File: src/rtl/seg7_scan_ctrl_if.sv
// Display-side bundle for the seven-segment scan controller.
// The host drives the value/load side; the controller drives the scan side.
interface seg7_scan_ctrl_if #(
    parameter int NDIG = 4
);
    logic [4*NDIG-1:0] value;
    logic [NDIG-1:0]   dp;
    logic              load;
    logic              lzb;
    logic [3:0]        nibble;
    logic              dp_out;
    logic [NDIG-1:0]   dig_n;
    logic              busy;
    logic              frame;

    modport master (
        output value,
        output dp,
        output load,
        output lzb,
        input  nibble,
        input  dp_out,
        input  dig_n,
        input  busy,
        input  frame
    );

    modport slave (
        input  value,
        input  dp,
        input  load,
        input  lzb,
        output nibble,
        output dp_out,
        output dig_n,
        output busy,
        output frame
    );
endinterface

File: src/rtl/seg7_scan_ctrl.sv
// Multiplexed 7-segment scan controller: one shared decoder, double-buffered
// display value, per-slot blanking guard and optional leading-zero blanking.
module seg7_scan_ctrl #(
    parameter int NDIG  = 4,
    parameter int DIV   = 50000,
    parameter int GUARD = 500
) (
    input  logic             clk,
    input  logic             rst,
    seg7_scan_ctrl_if.slave  bus
);
    localparam int CW = $clog2(DIV);
    localparam int IW = $clog2(NDIG);

    logic [CW-1:0]     cnt;
    logic [IW-1:0]     idx;
    logic [4*NDIG-1:0] disp;
    logic [NDIG-1:0]   ddp;
    logic [4*NDIG-1:0] pv;
    logic [NDIG-1:0]   pdp;
    logic              pend;

    logic              slot_end;
    logic              last_dig;
    logic              frame_end;
    logic              guard_blank;
    logic              lz_blank;
    logic              blank;
    logic [NDIG-1:0]   zhi;
    logic [NDIG-1:0]   sel_n;

    assign slot_end  = (cnt == CW'(DIV - 1));
    assign last_dig  = (idx == IW'(NDIG - 1));
    assign frame_end = slot_end && last_dig;

    always_ff @(posedge clk) begin
        if (rst) begin
            cnt  <= '0;
            idx  <= '0;
            disp <= '0;
            ddp  <= '0;
            pv   <= '0;
            pdp  <= '0;
            pend <= 1'b0;
        end else begin
            if (slot_end) begin
                cnt <= '0;
                idx <= last_dig ? '0 : idx + 1'b1;
            end else begin
                cnt <= cnt + 1'b1;
            end

            if (frame_end && pend) begin
                disp <= pv;
                ddp  <= pdp;
            end

            // a load on the boundary commits the old value and stays pending
            if (bus.load) begin
                pv   <= bus.value;
                pdp  <= bus.dp;
                pend <= 1'b1;
            end else if (frame_end) begin
                pend <= 1'b0;
            end
        end
    end

    // zhi[k]: digits k..NDIG-1 of the displayed value are all zero
    always_comb begin
        logic run;
        run = 1'b1;
        zhi = '0;
        for (int k = NDIG - 1; k >= 0; k--) begin
            run    = run && (disp[4*k +: 4] == 4'h0);
            zhi[k] = run;
        end
    end

    assign guard_blank = (GUARD > 0) && (int'(cnt) < GUARD);
    assign lz_blank    = bus.lzb && (idx != '0) && zhi[idx];
    assign blank       = guard_blank || lz_blank;

    always_comb begin
        sel_n = '1;
        if (!blank) begin
            sel_n[idx] = 1'b0;
        end
    end

    assign bus.nibble = disp[4*idx +: 4];
    assign bus.dp_out = ddp[idx];
    assign bus.dig_n  = sel_n;
    assign bus.busy   = pend;
    assign bus.frame  = frame_end;
endmodule

File: src/flat_wrapper.sv
// flat-port wrapper written by rule: the top's interface ports become plain ports
module seg7_scan_ctrl_flat 
#(
    parameter int NDIG  = 4,
    parameter int DIV   = 50000,
    parameter int GUARD = 500
)
  (clk, rst, bus_value, bus_dp, bus_load, bus_lzb, bus_nibble, bus_dp_out, bus_dig_n, bus_busy, bus_frame);
  seg7_scan_ctrl_if #(.NDIG(NDIG)) bus_i ();
  input  logic clk;
  input  logic rst;
  input wire logic [$bits(bus_i.value)-1:0] bus_value;
  input wire logic [$bits(bus_i.dp)-1:0] bus_dp;
  input wire logic [$bits(bus_i.load)-1:0] bus_load;
  input wire logic [$bits(bus_i.lzb)-1:0] bus_lzb;
  output wire logic [$bits(bus_i.nibble)-1:0] bus_nibble;
  output wire logic [$bits(bus_i.dp_out)-1:0] bus_dp_out;
  output wire logic [$bits(bus_i.dig_n)-1:0] bus_dig_n;
  output wire logic [$bits(bus_i.busy)-1:0] bus_busy;
  output wire logic [$bits(bus_i.frame)-1:0] bus_frame;
  assign bus_i.value = bus_value;
  assign bus_i.dp = bus_dp;
  assign bus_i.load = bus_load;
  assign bus_i.lzb = bus_lzb;
  assign bus_nibble = bus_i.nibble;
  assign bus_dp_out = bus_i.dp_out;
  assign bus_dig_n = bus_i.dig_n;
  assign bus_busy = bus_i.busy;
  assign bus_frame = bus_i.frame;
  seg7_scan_ctrl #(.NDIG(NDIG), .DIV(DIV), .GUARD(GUARD)) u_core (.clk(clk), .rst(rst), .bus(bus_i));
endmodule
File: config.mk
export PLATFORM = sky130hd
export DESIGN_NAME = seg7_scan_ctrl_flat
export DESIGN_NICKNAME = d
export VERILOG_FILES = /design/src/rtl/seg7_scan_ctrl_if.sv /design/src/rtl/seg7_scan_ctrl.sv /design/src/flat_wrapper.sv
export SDC_FILE = /design/constraint.sdc
export NUM_CORES = 1
export LEC_CHECK = 0
export CORE_MARGIN = 4
export CORE_UTILIZATION = 45
export DETAILED_ROUTE_END_ITERATION = 12
export GPL_ROUTABILITY_DRIVEN = 0
export GPL_TIMING_DRIVEN = 0
export PLACE_DENSITY_LB_ADDON = 0.08
export SYNTH_ARGS = -nofsm -noshare
export SYNTH_HDL_FRONTEND = slang
export SYNTH_SLANG_ARGS = --single-unit
File: constraint.sdc
create_clock -name clk -period 3.1 [get_ports clk]
set_clock_uncertainty 0.15 [all_clocks]
set_input_delay 0.465 -clock clk [delete_from_list [all_inputs] [get_ports clk]]
set_output_delay 0.465 -clock clk [all_outputs]
set_load 0.005 [all_outputs]
==> flow_summary.json <==
{
  "status": "finished clean",
  "initial_core_util": 0.466,
  "final_cell_area_um2": 3390,
  "syn-num-nets": 308,
  "cts_root_buffer": "clkbuf_8",
  "power.density_nw_per_um2": 463,
  "viasPerCell": 5.07,
  "pre_cts_slack_ps": 379,
  "synth_area_um2": 2780,
  "synth_top_area_share": 0.426,
  "first_pass_iters": 6,
  "finalSetupViolCount": 0,
  "utilization": 0.569,
  "worst_pin_slew_ps": 577,
  "hold_class": "input pin to register",
  "synth_top_area_cell": "dfxtp_1",
  "dp_hpwl_mm": 4.07,
  "synth_common_cells": "59 x dfxtp_1, 41 x mux2i_1, 41 x nand2b_1",
  "grt_max_degree": 11,
  "crit_fanout": 8,
  "clkLatencyLatePin_ps": 340,
  "rows": 28,
  "hold_buffers": 0,
  "antenna_left": 0,
  "reg2regPathDepth": 7,
  "endpoint_kind": "output port",
  "core_area_um2": 5960,
  "cts_sinks": 59,
  "fin_crit_ps": 2920,
  "ir_worst_vdd_mv": 0.306,
  "hold_depth": 3,
  "remaining_drc_errors": 0,
  "rsz0062_at_grt": "false",
  "synth-seq-cells": 59,
  "r2r-end": "u_core.ddp[1]",
  "worst_slack_ps": 177,
  "track_usage": 0.168,
  "dpl-instance-area_um2": 3190,
  "drt-initial-drc-count": 93,
  "die_y_um": 86.5,
  "pin_count": 35,
  "overflow": 0,
  "slew_violations": 0,
  "leakage_nw": 1.25,
  "yosys.cell_count.top_type": "dfxtp_1",
  "num_vias": 2032,
  "numCtsBuffers": 9,
  "syn_to_final_growth_pct": 22.2,
  "syn-mean-instance-area_um2": 9.95,
  "critPathKind": "register to output port",
  "arrival_ps": 2310,
  "yosys-top-cells-area": "dfxtp_1 43%, mux2i_1 15%, nand2b_1 9.2%",
  "yosysSeqAreaShare": 0.426,
  "wl_per_cell_um": 13.9,
  "portBuffers": 32,
  "worst-r2r-setup-slack_ps": 1230,
  "fmax_mhz": 342,
  "wirelength_mm": 5.56,
  "grt_pass1_vias": 1962,
  "grt_pass1_wl_mm": 9.58,
  "hp-start": "bus_load",
  "power_mw": 1.57,
  "fill_cells": 550,
  "die_x_um": 86.5,
  "setup_tns_ps": 0,
  "dieArea_um2": 7490,
  "clk_pin_slew_worst_paths_ps": 70,
  "hold_violations": 0,
  "nets": 351,
  "cts_max_level": 3,
  "ys_warn_count": 0,
  "antenna_cells": 0,
  "period_share": 0.943,
  "start_kind": "register",
  "synth_top_flop_cell": "dfxtp_1",
  "reg2reg_from": "u_core.cnt[0]",
  "min_to": "u_core.pv[13]",
  "worstPathRequired_ps": 2480,
  "synth_cells": 279,
  "async_flop_share": 0,
  "antenna_found_initial": 0,
  "drive_gt1_frac": 0.120,
  "max_cap_violations": 0,
  "cts_buffer_depth": 2,
  "yosysUniqueCellTypes": 37,
  "cts_tree": "done",
  "synth_edf_count": 0,
  "slew_headroom": 0.609
}
-- sequential cells by signal, summed over array words and instances, names as in the netlist --
signal           count
u_core.bus.busy      1
u_core.cnt          16
u_core.ddp           4
u_core.disp         16
u_core.idx           2
u_core.pdp           4
u_core.pv           16
-- stage by stage --
stage | cells | hold WS [ps]
after floorplan | 279 | 287
after global placement | 386 | 308
after detailed placement | 386 | 317
after CTS | 401 | 291
after global routing | 401 | 305
final | 401 | 302
-- cells by family (layout without fill, tap and decap cells) --
| family | count (synthesis) | after routing | share of synthesized area |
|---|---|---|---|
| AND/OR/NAND/NOR | 120 | 120 | 0.248 |
| flip-flops | 59 | 59 | 0.426 |
| multiplexers | 46 | 46 | 0.188 |
| buffers and inverters | 26 | 73 | 0.0509 |
| XOR/XNOR | 12 | 12 | 0.0379 |
| AO/OA/AOI/OAI | 11 | 11 | 0.0261 |
| adder cells (fa/ha/maj) | 5 | 5 | 0.0225 |
-- final cells by class --
class | instances | area, um2 | area share
Clock buffer | 14 | 193 | 0.0568
Sequential cell | 59 | 1180 | 0.348
Timing Repair Buffer | 32 | 320 | 0.0945
Multi-Input combinational cell | 194 | 1450 | 0.428
Inverter | 7 | 26.3 | 0.00775
Tap cell | 75 | 93.8 | 0.0277
Clock inverter | 1 | 5.00 | 0.00148
Buffer | 19 | 119 | 0.0351
-- power by group --
part | switching (mW) | total, mW | internal, mW
Sequential | 0.0124 | 0.790 | 0.778
Combinational | 0.0423 | 0.101 | 0.0584
Clock | 0.286 | 0.679 | 0.394
Total | 0.340 | 1.57 | 1.23
-- placed cells by master (no fill, tap or decap), types with 2 or more instances in the layout --
cell type	count
xor2_1	7
o21ai_0	3
nor4_1	6
nor2_1	36
nand3_1	7
buf_2	3
and4_1	2
nand2_1	6
inv_1	7
clkdlybuf4s50_1	32
or3_1	4
dfxtp_1	59
buf_6	5
clkbuf_2	2
clkbuf_1	7
clkbuf_8	14
mux4_2	5
a21oi_1	4
xnor2_1	5
nand4_1	7
nand2b_1	41
ha_1	5
mux2i_1	41
-- critical path, stage by stage, from the launching register on --
cell,delay (ps)
dfxtp_1,360
clkbuf_4,230
inv_1,100
ha_1,230
nand3b_1,160
a211o_1,290
nand3_1,100
clkdlybuf4s50_1,500
-- how the worst max path moves through the flow --
stage	from	endpoint	slack [ps]	cells after the start
after floorplan	u_core.idx[1]	bus_dig_n[1]	1110	6
after global placement	u_core.idx[1]	bus_dig_n[2]	410	7
after detailed placement	u_core.idx[1]	bus_dig_n[1]	380	7
after CTS	u_core.idx[0]	bus_dig_n[1]	100	7
after global routing	u_core.idx[0]	bus_dig_n[1]	8	7
final	u_core.idx[0]	bus_dig_n[1]	180	7
-- metal layers --
metal,part of all wire,vias to the layer above,GRT usage
li1,-,1041,-
met1,0.50,955,0.225
met2,0.45,26,0.252
met3,0.037,10,0.0513
met4,0.016,0,0.0680
met5,0,-,0
-- what timing repair did --
item / CTS / global route
endpoints found under the hold margin: 0 / 0
gates resized for setup: 1 / 2
setup buffers: 0 / 0
cloned: 0 / 0
pin swaps: 0 / 0
setup endpoints to repair: 3 / 4
Power figures use the tool's default switching activity.
